### config.mk
export PLATFORM = sky130hd
export DESIGN_NAME = fx_bus_master
export DESIGN_NICKNAME = d
export VERILOG_FILES = /design/src/rtl/fx_bus_master.sv
export SDC_FILE = /design/constraint.sdc
export NUM_CORES = 1
export LEC_CHECK = 0
export CORE_UTILIZATION = 50
export DETAILED_ROUTE_END_ITERATION = 8
export PLACE_DENSITY = 0.77
export REMOVE_ABC_BUFFERS = 1
export SLEW_MARGIN = 20
export SYNTH_ARGS = -nofsm -noshare
export SYNTH_HDL_FRONTEND = slang
export SYNTH_SLANG_ARGS = --single-unit
### constraint.sdc
create_clock -name clk_sys -period 2.8 [get_ports clk_sys]
set_input_delay 0.56 -clock clk_sys [delete_from_list [all_inputs] [get_ports clk_sys]]
set_output_delay 0.56 -clock clk_sys [all_outputs]
set_load 0.02 [all_outputs]
### src/rtl/fx_bus_master.sv
// Purpose: parses a byte-wide command stream into fx-bus register writes/reads and returns read data as bytes.
// Latency: fx_wr one cycle after each data byte handshake; read response valid two cycles after fx_rd (3 cycles/byte min).
// Backpressure: cmd_rdy drops for the whole read phase; rsp_vld/rsp_data are held until rsp_rdy.
module fx_bus_master (
   input  logic        clk_sys,
   input  logic        rst_n,
   input  logic [7:0]  cmd_data,
   input  logic        cmd_vld,
   output logic        cmd_rdy,
   output logic [7:0]  rsp_data,
   output logic        rsp_vld,
   input  logic        rsp_rdy,
   output logic [21:0] fx_waddr,
   output logic        fx_wr,
   output logic [7:0]  fx_data,
   output logic [21:0] fx_raddr,
   output logic        fx_rd,
   input  logic [7:0]  fx_q,
   output logic        busy,
   output logic [7:0]  err_cnt
);

   localparam logic [7:0] OPC_WR = 8'h57;
   localparam logic [7:0] OPC_RD = 8'h52;

   typedef enum logic [3:0] {
      S_IDLE,
      S_A2,
      S_A1,
      S_A0,
      S_LEN,
      S_WDATA,
      S_RD_REQ,
      S_RD_WAIT,
      S_RD_RSP
   } state_t;

   state_t      r_state;
   state_t      w_state_nxt;

   // Packet context: direction, device id, running offset, remaining count minus one.
   logic        r_dir_wr;
   logic [5:0]  r_dev;
   logic [15:0] r_addr;
   logic [7:0]  r_len;

   // Registered bus and response outputs.
   logic        r_fx_wr;
   logic [21:0] r_fx_waddr;
   logic [7:0]  r_fx_data;
   logic        r_fx_rd;
   logic [21:0] r_fx_raddr;
   logic        r_rsp_vld;
   logic [7:0]  r_rsp_data;
   logic [7:0]  r_err_cnt;

   logic        w_cmd_rdy;
   logic        w_cmd_acc;
   logic        w_is_opc;
   logic        w_last;
   logic        w_rsp_acc;
   logic        w_rd_start;
   logic [15:0] w_addr_inc;
   logic [15:0] w_rd_addr;

   assign w_cmd_acc  = cmd_vld & w_cmd_rdy;
   assign w_is_opc   = (cmd_data == OPC_WR) || (cmd_data == OPC_RD);
   assign w_last     = (r_len == 8'd0);
   assign w_rsp_acc  = (r_state == S_RD_RSP) & r_rsp_vld & rsp_rdy;
   // Offset wraps within the 16-bit register space; dev_id is never touched.
   assign w_addr_inc = r_addr + 16'd1;

   // A read strobe is launched on the LEN byte of a read packet, or when an
   // accepted response leaves more bytes to fetch. The strobe is registered, so
   // fx_rd is high during the RD_REQ cycle itself.
   assign w_rd_start = ((r_state == S_LEN) & w_cmd_acc & ~r_dir_wr) |
                       (w_rsp_acc & ~w_last);
   assign w_rd_addr  = (r_state == S_RD_RSP) ? w_addr_inc : r_addr;

   // State register.
   always_ff @(posedge clk_sys or negedge rst_n) begin
      if (!rst_n) begin
         r_state <= S_IDLE;
      end else begin
         r_state <= w_state_nxt;
      end
   end

   // Next-state decode: header states step on each accepted byte, read states are self-timed.
   always_comb begin
      w_state_nxt = r_state;
      case (r_state)
         S_IDLE:    if (w_cmd_acc && w_is_opc) w_state_nxt = S_A2;
         S_A2:      if (w_cmd_acc) w_state_nxt = S_A1;
         S_A1:      if (w_cmd_acc) w_state_nxt = S_A0;
         S_A0:      if (w_cmd_acc) w_state_nxt = S_LEN;
         S_LEN:     if (w_cmd_acc) w_state_nxt = r_dir_wr ? S_WDATA : S_RD_REQ;
         S_WDATA:   if (w_cmd_acc && w_last) w_state_nxt = S_IDLE;
         S_RD_REQ:  w_state_nxt = S_RD_WAIT;
         S_RD_WAIT: w_state_nxt = S_RD_RSP;
         S_RD_RSP:  if (w_rsp_acc) w_state_nxt = w_last ? S_IDLE : S_RD_REQ;
         default:   w_state_nxt = S_IDLE;
      endcase
   end

   // Command stream is only consumed while parsing a header or streaming write data.
   always_comb begin
      w_cmd_rdy = 1'b0;
      case (r_state)
         S_IDLE, S_A2, S_A1, S_A0, S_LEN, S_WDATA: w_cmd_rdy = 1'b1;
         default:                                  w_cmd_rdy = 1'b0;
      endcase
   end

   // Datapath: header capture, write/read strobes, response holding and error count.
   always_ff @(posedge clk_sys or negedge rst_n) begin
      if (!rst_n) begin
         r_dir_wr   <= 1'b0;
         r_dev      <= 6'd0;
         r_addr     <= 16'd0;
         r_len      <= 8'd0;
         r_fx_wr    <= 1'b0;
         r_fx_waddr <= 22'd0;
         r_fx_data  <= 8'd0;
         r_fx_rd    <= 1'b0;
         r_fx_raddr <= 22'd0;
         r_rsp_vld  <= 1'b0;
         r_rsp_data <= 8'd0;
         r_err_cnt  <= 8'd0;
      end else begin
         // Strobes are single-cycle pulses unless re-armed below.
         r_fx_wr <= 1'b0;
         r_fx_rd <= 1'b0;

         case (r_state)
            S_IDLE: begin
               if (w_cmd_acc) begin
                  if (w_is_opc) begin
                     r_dir_wr <= (cmd_data == OPC_WR);
                  end else if (r_err_cnt != 8'hFF) begin
                     r_err_cnt <= r_err_cnt + 8'd1;
                  end
               end
            end
            S_A2: begin
               // Bits [7:6] of the top address byte carry no meaning.
               if (w_cmd_acc) r_dev <= cmd_data[5:0];
            end
            S_A1: begin
               if (w_cmd_acc) r_addr[15:8] <= cmd_data;
            end
            S_A0: begin
               if (w_cmd_acc) r_addr[7:0] <= cmd_data;
            end
            S_LEN: begin
               if (w_cmd_acc) r_len <= cmd_data;
            end
            S_WDATA: begin
               if (w_cmd_acc) begin
                  r_fx_wr    <= 1'b1;
                  r_fx_waddr <= {r_dev, r_addr};
                  r_fx_data  <= cmd_data;
                  r_addr     <= w_addr_inc;
                  r_len      <= r_len - 8'd1;
               end
            end
            S_RD_WAIT: begin
               // fx_q is valid in the cycle after fx_rd, which is this one.
               r_rsp_data <= fx_q;
               r_rsp_vld  <= 1'b1;
            end
            S_RD_RSP: begin
               if (w_rsp_acc) begin
                  r_rsp_vld <= 1'b0;
                  r_addr    <= w_addr_inc;
                  r_len     <= r_len - 8'd1;
               end
            end
            default: begin
            end
         endcase

         if (w_rd_start) begin
            r_fx_rd    <= 1'b1;
            r_fx_raddr <= {r_dev, w_rd_addr};
         end
      end
   end

   assign cmd_rdy  = w_cmd_rdy;
   assign busy     = (r_state != S_IDLE);
   assign fx_wr    = r_fx_wr;
   assign fx_waddr = r_fx_waddr;
   assign fx_data  = r_fx_data;
   assign fx_rd    = r_fx_rd;
   assign fx_raddr = r_fx_raddr;
   assign rsp_vld  = r_rsp_vld;
   assign rsp_data = r_rsp_data;
   assign err_cnt  = r_err_cnt;

endmodule

Word-level counts from Yosys, hierarchy flattened:

Index checks and enable logic that the tools add are counted.

* logic and storage cells: 91
* output and inout bits: 73
* input bits: 20
* bits in registers: 106

* multiplexer cells: 25
* reductions and logical operators: 20
* add/sub/neg operators: 3
* eq/ne operators: 19
* bitwise gates (word level): 10

Operator list (count)
* $pmux 8 s3: 3
* $mux 16: 3
* $pmux 4 s9: 1
* $mux 4: 7
* $mux 8: 3
* $add 16x1->16 const B: 1
* $eq 4x3->1 const B: 4
* $eq 8x7->1 const B: 2
* $ne 2x2->1 const B: 8
* $reduce_and 4->1: 4
* $reduce_bool 3->1: 3
* $add 8x1->8 const B: 1
* $eq 4x2->1 const B: 2
* $logic_not 8->1: 1
* $ne 8x8->1 const B: 1
* $sub 8x1->8 const B: 1
* $reduce_and 7->1: 1
* $and 1x1->1: 6
* $reduce_and 2->1: 3
* $reduce_or 6->1: 1
* $mux 1: 5
* $eq 4x1->1 const B: 1
* $eq 4x4->1 const B: 1
* $logic_not 4->1: 1
* 10 further kinds: 13

Logic depth before layout (Yosys ltp):

* depth after elaboration: 8
* depth in mapped cells: 8

Least setup slack after synthesis:

No wires, ideal clock.

* path type: register to register
* start point: register r_state[1]
* end point: register r_fx_raddr[16], in the netlist fx_raddr[16]
* cell stages (with the launch flop): 7
* slack: 0.770 ns
* buffers on the path: 2
* arrival: 1.905 ns
* clock period less this slack: 2.030 ns
* required time: 2.675 ns
* cell sequence: dfrtp_1 -> buf_6 -> or4b_4 -> a41o_1 -> o32a_1 -> buf_6 -> mux2_4

* longest elaborated chain between the ends: 7

RTL lines
* from (decl): RTL line 38 `state_t r_state;`
* from (signal assigned): RTL line 85 `r_state <= w_state_nxt;`
* $eq 4x3->1 (tied with other cells): RTL line 76, 109
* $reduce_or 6->1: RTL line 109 `case (r_state)`
* $mux 1: RTL line 109
* $and 1x1->1: RTL line 66 `assign w_cmd_acc = cmd_vld & w_cmd_rdy;`
* $and 1x1->1 (2 in series): RTL line 76 `assign w_rd_start = ((r_state == S_LEN) & w_cmd_acc & ~r_dir_wr) |`
* $or 1x1->1 *: RTL line 76
* to (signal assigned): RTL line 185 `r_fx_raddr <= {r_dev, w_rd_addr};`
* to (decl): RTL line 52 `logic [21:0] r_fx_raddr;`

Mark *: on every way between the ends. The rest lies on a longest branch, timed or not.
A chain may end at the register's enable or synchronous reset.

Worst setup path after layout:

* start point: register r_state[1]
* end point: output port busy

* longest elaborated chain between the ends: 1

RTL lines
* $reduce_bool 4->1: RTL line 191 `assign busy = (r_state != S_IDLE);`
* to (decl): RTL line 19 `output logic busy,`

Every way passes these cells.

==> run summary <==
Status - finished, final reports clean
Final HPWL DP - 8.490 mm
Worst Max-Slew Pin Slew - 0.7066 ns
Initial Utilization - 0.5192
Clock transition at path regs - 0.10 ns
TritonRoute pass-1 iters - 5
Cell count after synthesis - 500
Final GP Congestion - 0.9109
Tcrit/Tclk final - 0.9150
Hold_buf cts - 0
GRT overflow - 0
Area Overhead vs Synth - 25.87%
Clk sinks - 106
Stages on the worst setup path - 4
RSZ-0062 raised after global routing - no
Crit-path leading delay family - buffers and inverters
Final wirelength - 11.90 mm
RR Endpoint - fx_raddr[17]
Max stage delay on crit path - 0.56 ns
Post-route core utilization - 0.6535
Multi-input combinational cell area - 2281 µm²
FF-to-FF path depth - 5
Crit-path slowest cell - clkdlybuf4s50_1
Worst Setup End Kind - output port
Type of the worst setup path - reg -> out
Cells along the critical path - buf_4 -> nor4_1 -> inv_1 -> clkdlybuf4s50_1
Initial antenna violation count - 0
Total GRT Usage - 0.2397
Post-route minimum period - 2.562 ns
Yosys cell types - 52
CTS Buf Count - 9
Final setup vio count - 0
Crit path DAT - 2.00 ns
DR WL/cell - 16.30 µm
Horiz. Die Dim - 103.2 µm
Share of synthesized registers carrying an async set or reset - 1.000
Port-buffer cells - 92
Fin. max-slew vios - 0
Top Ports - 93
Yosys warns - 0
Post-synth EDFFs - 0
Register Area - 2653 µm²
H-tree levels - 3
Mapped Area - 5121 µm²
Hold Path Class - in -> async
Iter 0 DRT Violations - 298
Max Cap Viol - 0
Vias in the first global route - 3,942
Seq/Total Area, Yosys - 0.5180
# diodes - 0
Core Rows - 36
R2R Setup Slk - 0.41 ns
Worst-path fanout max - 16
Worst r2r src - r_state[0]
Req. time, crit path - 2.24 ns
TritonCTS clock tree - built
Post-cts resize count - 0
Maximum vdd drop - 0.2785 mV
Pwr Density - 420.7 nW/µm²
Max-Slew Margin vs Limit - 0.5289
Buf/Inv on CP - 3
Setup Fix Bufs, Post-CTS - 0
Nets - 616
Fmax - 0.3903 GHz
Leak - 0.002930 µW
Mapped Avg Cell Area - 10.24 µm²
Total core area - 9864 µm²
Fill count - 786
Final hold viol count - 0
Layout cell share with drive strength beyond 1 - 0.1441
Final TNS setup - 0 ns
Skew final - 0.01830 ns
Largest net degree at the start of global routing - 55
First-pass GRT wire length - 19.49 mm
Clk root buf - clkbuf_8
FF+latch count, synth - 106
Vias after detailed routing - 4,153
DRC viols - 0
Die Ht - 103.2 µm
Post-DRT Antenna Nets - 0
Primary FF master, synth - dfrtp_1
Crit path launch type - register
Deepest clock path buffer count - 2
Via density - 5.689
Clock latency at the later pin of the worst-skew pair - 0.37 ns
Die area - 10,650 µm²
==> synthesized netlist by cell type (4+ instances only) <==
library cell | instances | area share
dfrtp_1 | 106 | 0.52
nand2_1 | 72 | 0.053
mux2_2 | 38 | 0.084
o21ai_0 | 35 | 0.034
a21oi_1 | 27 | 0.026
nor2_1 | 26 | 0.019
clkbuf_1 | 21 | 0.015
xnor2_1 | 16 | 0.027
inv_1 | 15 | 0.011
nand3_1 | 14 | 0.014
nor3_1 | 12 | 0.012
o21ai_1 | 9 | 0.0088
and3_1 | 8 | 0.0098
xor2_1 | 8 | 0.014
a21o_1 | 7 | 0.010
a31oi_1 | 6 | 0.0073
buf_2 | 6 | 0.0059
mux2_4 | 6 | 0.018
nand4_1 | 6 | 0.0073
a2bb2oi_1 | 4 | 0.0068
ha_1 | 4 | 0.0098
nor4_1 | 4 | 0.0049
o22ai_1 | 4 | 0.0049
==> worst max-delay path by stage <==
stage                startpoint      endpoint  slack [ns]
global route         r_state[0]          busy        0.17
CTS                  r_state[1]          busy        0.23
global placement    cmd_data[7]    r_state[1]        0.20
finish               r_state[1]          busy        0.24
detailed placement  cmd_data[7]    r_state[1]        0.12
floorplan            r_state[1]  fx_raddr[16]        0.30
==> where the power goes <==
part	leakage, µW	internal, µW	total [µW]	switching [µW]
logic	0.00138	49.1	110	61.2
clock network	0.000114	534	1060	529
registers	0.00144	1540	1540	3.19
==> final cells by class <==
class | count | share of cell area
sequential | 106 | 0.4115
multi-input combinational | 350 | 0.3538
timing repair buffer | 110 | 0.1654
tap | 133 | 0.02582
clock buffer | 11 | 0.02193
clock inverter | 5 | 0.01281
inverter | 15 | 0.008734
==> registers in the layout, indices dropped and copies added, names as in the netlist, 4 cells and up <==
| name | cells |
|---|---|
| fx_raddr | 22 |
| fx_waddr | 22 |
| r_addr | 16 |
| err_cnt | 8 |
| fx_data | 8 |
| r_len | 8 |
| rsp_data | 8 |
| r_dev | 6 |
| r_state | 4 |
==> routing by layer <==
| metal | vias to the layer above | track usage | wire (µm) |
|---|---|---|---|
| li1 | 1945 | - | - |
| met1 | 2044 | 0.3139 | 5116 |
| met2 | 142 | 0.3892 | 5819 |
| met3 | 22 | 0.04301 | 639 |
| met4 | 0 | 0.1127 | 321 |
| met5 | - | 0 | 0 |
==> cell families after synthesis <==
kind of cell	Yosys count	share of synthesized area
buffers and inverters	44	0.03665
AOI/OAI and AO/OA	115	0.1402
and+or+nand+nor	161	0.1493
DFF	106	0.5180
adders and majority gates	4	0.009773
xor gates and xnor gates	24	0.04105
muxes	46	0.1051
==> metrics by stage <==
stage                     cell area [µm²]  hold WS [ns]  total power (µW)  instances  setup slack [ns]
after floorplan                      4990        0.2644              1586        471            0.3031
after global placement               6222        0.4603              1679        714            0.1954
after detailed placement             6222        0.4698              1682        714            0.1233
after CTS                            6446        0.1254              2734        730            0.2289
after global routing                 6446        0.1434              2800        730            0.1737
final                                6446        0.1156              2712        730            0.2380
==> cells in the final DEF (no fill, tap or decap), drive strengths merged, types with 7 or more instances in the layout <==
| cell type | instances |
|---|---|
| a21o | 7 |
| a21oi | 30 |
| and3 | 8 |
| buf | 19 |
| clkbuf | 11 |
| clkdlybuf4s50 | 91 |
| dfrtp | 106 |
| inv | 17 |
| mux2 | 44 |
| nand2 | 72 |
| nand3 | 14 |
| nor2 | 26 |
| nor3 | 12 |
| o21ai | 44 |
| xnor2 | 16 |
| xor2 | 8 |
(Power assumes the default switching activity.)
==> patch 1: new RTL, same settings <==
Encoding of `state_t`: now one-hot (9 bits for 9 states).
--- a/src/rtl/fx_bus_master.sv
+++ b/src/rtl/fx_bus_master.sv
@@ -23,16 +23,16 @@
    localparam logic [7:0] OPC_WR = 8'h57;
    localparam logic [7:0] OPC_RD = 8'h52;
 
-   typedef enum logic [3:0] {
-      S_IDLE,
-      S_A2,
-      S_A1,
-      S_A0,
-      S_LEN,
-      S_WDATA,
-      S_RD_REQ,
-      S_RD_WAIT,
-      S_RD_RSP
+   typedef enum logic [8:0] {
+      S_IDLE    = 9'b000000001,
+      S_A2      = 9'b000000010,
+      S_A1      = 9'b000000100,
+      S_A0      = 9'b000001000,
+      S_LEN     = 9'b000010000,
+      S_WDATA   = 9'b000100000,
+      S_RD_REQ  = 9'b001000000,
+      S_RD_WAIT = 9'b010000000,
+      S_RD_RSP  = 9'b100000000
    } state_t;
 
    state_t      r_state;
Behaviour: no difference found for any inputs over 4 cycles, from zero or initial values and one cycle with rst_n low; so few cycles prove little.
==> patch 1 against the original RTL <==
- first-iteration DRC count down 3.4%
- critical path depth unchanged
- sequential cell count up 5
- synthesized area up 7.6%
- routed wire length up 7.3%
- clock skew down 8.1 ps
- setup slack worse by 110 ps
- final area up 6.5%
- largest cell class unchanged
Power is not compared: it rests on default switching activity, and its combinational part moved more than twofold at a synthesized area within 25%.
==> patch 1: results (changes against the original RTL) <==
* Worst slew slack as a fraction of its limit: 60.4% (+7.5 points)
- The number of nets in the final layout is 627 (+1.8%).
* Post-Place Cell Area: 0.00666 mm² (+7.1%)
* Max rail drop VDD: 0.427 mV
- Fraction of final layout cells with drive strength greater than 1: 18.6% (+4.2 points)
- Maximum fanout encountered on the critical timing path: 12 (-4)
* Count of placed standard cells including taps: 728 (+2.0%)
- The global placement routability congestion came to 0.897 (-1.5%).
- Netlist cell types: 69 (+33%)
* Via count of the first global-routing pass: 4286 (+8.7%)
* Detailed placement HPWL: 9170 µm (+8.0%)
* Detail-routed via count per cell: 6.00 (+5.4%)
- Wire length of the first global-routing pass: 21600 µm (+11%)
- The largest net degree at the start of global routing came to 38 (-31%).
* Crit path DAT: 2110 ps (+110 ps)
* Wire length per cell: 17.2 µm (+5.5%)
- The synthesized netlist cell count is 509 (+1.8%).
* Global router's overall resource usage: 24.1% (+0.13 points)
* Leading cell types by total area after synthesis: sky130_fd_sc_hd__dfrtp_1 (50%), sky130_fd_sc_hd__mux2_2 (9.6%), sky130_fd_sc_hd__xnor2_1 (2.7%)
- DRT iter0 DRCs: 288 (-3.4%)
- The proportion of synthesized chip area in sequential cells came to 50.4% (-1.4 points).
- The pre-CTS setup slack is 134 ps (+10.9 ps).
- Clock skew after layout: 10.2 ps (-8.08 ps)
- Commonest cells in the netlist: sky130_fd_sc_hd__dfrtp_1 (110), sky130_fd_sc_hd__mux2_2 (47), sky130_fd_sc_hd__nor2_1 (38)
- The flow ran to the end, and the final reports show no timing, DRC or antenna violations.
- Ys flop type: sky130_fd_sc_hd__dfrtp_1
* Final routed wirelength across all metal layers: 12800 µm (+7.3%)
==> patch 1: changes by cell type in the layout (fill, tap and decap cells not counted), moves of 7 or more <==
| cell | before | now |
|---|---|---|
| sky130_fd_sc_hd__nand2_1 | 72 | 37 |
| sky130_fd_sc_hd__nor2_1 | 26 | 38 |
| sky130_fd_sc_hd__o21ai_0 | 35 | 24 |
| sky130_fd_sc_hd__mux2_2 | 38 | 47 |
| sky130_fd_sc_hd__o21ai_1 | 9 | 0 |
| sky130_fd_sc_hd__a21o_1 | 7 | 0 |
| sky130_fd_sc_hd__nand3_1 | 14 | 7 |
==> patch 1: area by class of cell <==
cell class	count	area, µm²
flip-flops and latches	111	2780
repair buffers	116	1130
clock buffers	12	165
inverters	11	41.3
clock inverters	3	17.5
multi-input cells	354	2560
well taps	136	170
fillers	828	3650
==> patch 1: kinds of logic (layout without fill, tap and decap cells) <==
logic type	after synthesis	in the layout	share of synthesized area (%)
buffers and inverters	44	142	3.77
muxes	51	51	10.4
and+or+nand+nor	158	158	15.8
AOI/OAI and AO/OA	115	115	14.6
xor gates and xnor gates	26	26	4.13
adders and majority gates	4	4	0.909
DFF	111	111	50.4
==> patch 1: worst max-delay path, stage by stage, from the launching register on <==
cell and delay (ps):
sky130_fd_sc_hd__dfrtp_1 550, sky130_fd_sc_hd__nor4_4 370, sky130_fd_sc_hd__and3_1 250, sky130_fd_sc_hd__inv_1 50, sky130_fd_sc_hd__clkdlybuf4s50_1 530
==> patch 1: path summary, 6_finish.rpt <==
check	start	end	slack [ps]	cells after the start
min	rst_n	fx_waddr[0]	130	1
min in group clk_sys	fx_waddr[10]	fx_waddr[10]	490	2
min reg2reg	fx_waddr[10]	fx_waddr[10]	490	2
max reg2reg	r_state[6]	r_addr[13]	390	6
max	r_state[6]	busy	130	4
max in group asynchronous	rst_n	fx_waddr[7]	2000	2
==> patch 1: power breakdown <==
group / switching, mW / leakage, nW / internal [mW]
logic: 0.248 / 1.45 / 0.237
registers: 0.0862 / 1.49 / 1.67
clock network: 0.522 / 0.0942 / 0.389
==> patch 1: repair_timing <==
item,CTS,global route
pin swaps,0,0
endpoints found under the setup margin,2,2
gates cloned,0,0
hold buffers,0,0
endpoints found under the hold margin,0,0
resized for setup,3,4
==> patch 1: routing by layer <==
| layer | part of all wire [%] | global-route usage [%] | vias to the layer above |
|---|---|---|---|
| met5 | 0 | 0 | - |
| met4 | 2.1 | 9.88 | 0 |
| met3 | 6.5 | 3.10 | 22 |
| met2 | 50 | 39.6 | 198 |
| met1 | 42 | 32.3 | 2191 |
| li1 | - | - | 2045 |
==> patch 2: new RTL, config.mk and constraints unchanged <==
Without the edit above. Put one more register stage on the output `err_cnt`, without a reset. The value now appears one clock later. The other outputs are not delayed to match.
--- a/src/rtl/fx_bus_master.sv
+++ b/src/rtl/fx_bus_master.sv
@@ -196,7 +196,9 @@
    assign fx_raddr = r_fx_raddr;
    assign rsp_vld  = r_rsp_vld;
    assign rsp_data = r_rsp_data;
-   assign err_cnt  = r_err_cnt;
+   always_ff @(posedge clk_sys) begin
+      err_cnt <= r_err_cnt;
+   end
 
 endmodule
 
Behaviour: not the same (Yosys sat finds a counterexample within 4 cycles, from zero or initial values and one cycle with rst_n low).
==> patch 2 against the original RTL <==
- setup slack worse by 75 ps
- routed wire length increased by 2.1%
- final area rose by 9.7%
- worst hold slack better by 300 ps
- first-iteration DRC count fell by 7.4%
- sequential share of layout area fell by 1.4 points
- synthesized area grew 4.2%
- synthesized cell count down 4.4%
- register-to-register slack got worse by 140 ps
- count of clock-buffer cells in the layout is 9 higher
- sequential cell count rose by 8
- largest cell class unchanged
Power is not compared: it rests on default switching activity, and its combinational part moved more than twofold at a synthesized area within 25%.
==> patch 2: results (changes against the original RTL) <==
* Outcome: complete, no violations
* Number of standard cells after synthesis: 478 (-4.4%)
- In the synthesized netlist the dominant register cell turns out to be sky130_fd_sc_hd__dfrtp_1.
- Maximum fanout encountered on the critical timing path: 15 (-1)
- The total length of routed wires was 12100 µm (+2.1%).
- The placed wire-length estimate is 8380 µm (-1.3%).
- The post-route non-filler standard cell count is 728 (-0.27%).
* Initial antenna violation count: 0 (unchanged)
- Net total in the final layout: 604 (-1.9%)
* Standby leakage power: 2.99 nW
* Count of TritonRoute iterations in the first routing pass: 4 (-1)
- The post-CTS setup-driven buffer insertion count is 0 (unchanged).
- The H-tree level count came to 4 (+1).
- Pre-CTS setup slack: 225 ps (+102 ps)
- Worst slew slack as a fraction of its limit: 35.1% (-18 points)
- Post-Place Cell Area: 0.00644 mm² (+3.5%)
- VDD sags by at most between 0.5 and 0.6 mV.
- The share of flip-flops with an asynchronous set or reset after synthesis is 93.0% (-7.0 points).
- Total number of vias: 4118 (-0.84%)
- The data arrival time of the critical path is 2080 ps (+80 ps).
- The sum of met3 wire segment lengths after detailed routing came to 635 µm (-0.63%).
* Root Driver: sky130_fd_sc_hd__clkbuf_8
- Switching fraction of total power: 36.0%
- Netlist cell types: 74 (+42%)
* Ant diodes: 0 (unchanged)
- Clock skew after layout: 12.8 ps (-5.52 ps)
- Count of placed standard cells including taps: 696 (-2.5%)
- GP Congestion: 0.837 (-8.1%)
- Busiest metal layer after global routing: met2
- DRT iter0 DRCs: 276 (-7.4%)
- Clock transition at path regs: 50 ps (-50 ps)
* Leading cell types by total area after synthesis: sky130_fd_sc_hd__dfrtp_1 (50%), sky130_fd_sc_hd__mux2_2 (11%), sky130_fd_sc_hd__nand2_1 (3.4%)
- Global Route met2 Usage: 37.2% (-1.8 points)
* Fraction of final layout cells with drive strength greater than 1: 20.4% (+6.0 points)
- Pin count of the biggest net entering global routing: 57 (+3.6%)
- The routing usage on met1 was 30.2% (-1.2 points).
- The clock network latency to the later pin of the worst-skew pair is 530 ps (+160 ps).
- The wire length of the first global-routing pass is 19900 µm (+2.1%).
- Synth Warn #: 0 (unchanged)
- Top layer used by detailed routing: met4
- Via count of the first global-routing pass: 4008 (+1.7%)
* Num CTS Buffers: 17 (+8)
- Routed wl met2: 5890 µm (+1.2%)
- The fraction of met3 tracks used by global routing was 5.81% (+1.5 points).
- Met1 routed wirelength after detailed routing: 5360 µm (+4.7%)
- The number of input and output port buffers inserted is 92 (unchanged).
- Path category of the worst min-delay check: reg -> reg
* Number of filler cells placed in the layout: 737 (-6.2%)
- Maximum count of clock buffers along a single path: 2 (unchanged)
- Sequential share of the synthesized area: 52.7% (+0.92 points)
- The aggregate global-route resource usage came to 23.3% (-0.70 points).
* Total power after layout: slightly below 9 mW
- By count the netlist is led by sky130_fd_sc_hd__dfrtp_1 (106), sky130_fd_sc_hd__mux2_2 (53), sky130_fd_sc_hd__nand2_1 (48).
patch 2: kinds of logic after synthesis:
logic type,synth area share [%]
AO/OA/AOI/OAI,13.6
XOR/XNOR,3.78
adder cells (fa/ha/maj),0.938
buffers and inverters,3.31
flip-flops,52.7
multiplexers,11.6
AND/OR/NAND/NOR,14.1
patch 2: power groups by stage:
| stage | Combinational [mW] | Sequential (mW) | Clock [mW] |
|---|---|---|---|
| floorplan | 1.66 | 3.43 | 0 |
| finish | 3.64 | 2.98 | 2.28 |
| global placement | 3.56 | 2.96 | 0 |
| CTS | 3.67 | 2.98 | 2.31 |
| detailed placement | 3.64 | 3.00 | 0 |
| global route | 3.94 | 3.09 | 2.38 |
patch 2: cell type report:
cell class | instances | share of cell area, %
flip-flops and latches | 114 | 39.8
multi-input cells | 328 | 33.4
repair buffers | 111 | 15.2
clock buffers | 20 | 6.16
clock inverters | 11 | 2.62
well taps | 136 | 2.41
inverters | 8 | 0.425
patch 2: critical path, cell delays in order (launching register included):
cell	delay, ps
sky130_fd_sc_hd__dfrtp_1	400
sky130_fd_sc_hd__buf_4	200
sky130_fd_sc_hd__nor4_1	330
sky130_fd_sc_hd__inv_1	70
sky130_fd_sc_hd__clkdlybuf4s50_1	550
patch 2: repair_timing:
item / 4_1_cts / 5_1_grt
gates resized for setup: 0 / 0
hold buffers: 1 / 0
hold endpoints to repair: 22 / 0
patch 2: path summary, 6_finish.rpt:
check                              from           end  slack, ps  cells after the start
max                          r_state[0]          busy        160                      4
min in group asynchronous         rst_n       rsp_vld        500                      2
max reg2reg                    r_len[2]  fx_raddr[17]        270                      4
max in group asynchronous         rst_n  fx_raddr[19]       1620                      3
min                        r_err_cnt[1]    err_cnt[1]        420                      0
min reg2reg                r_err_cnt[1]    err_cnt[1]        420                      0
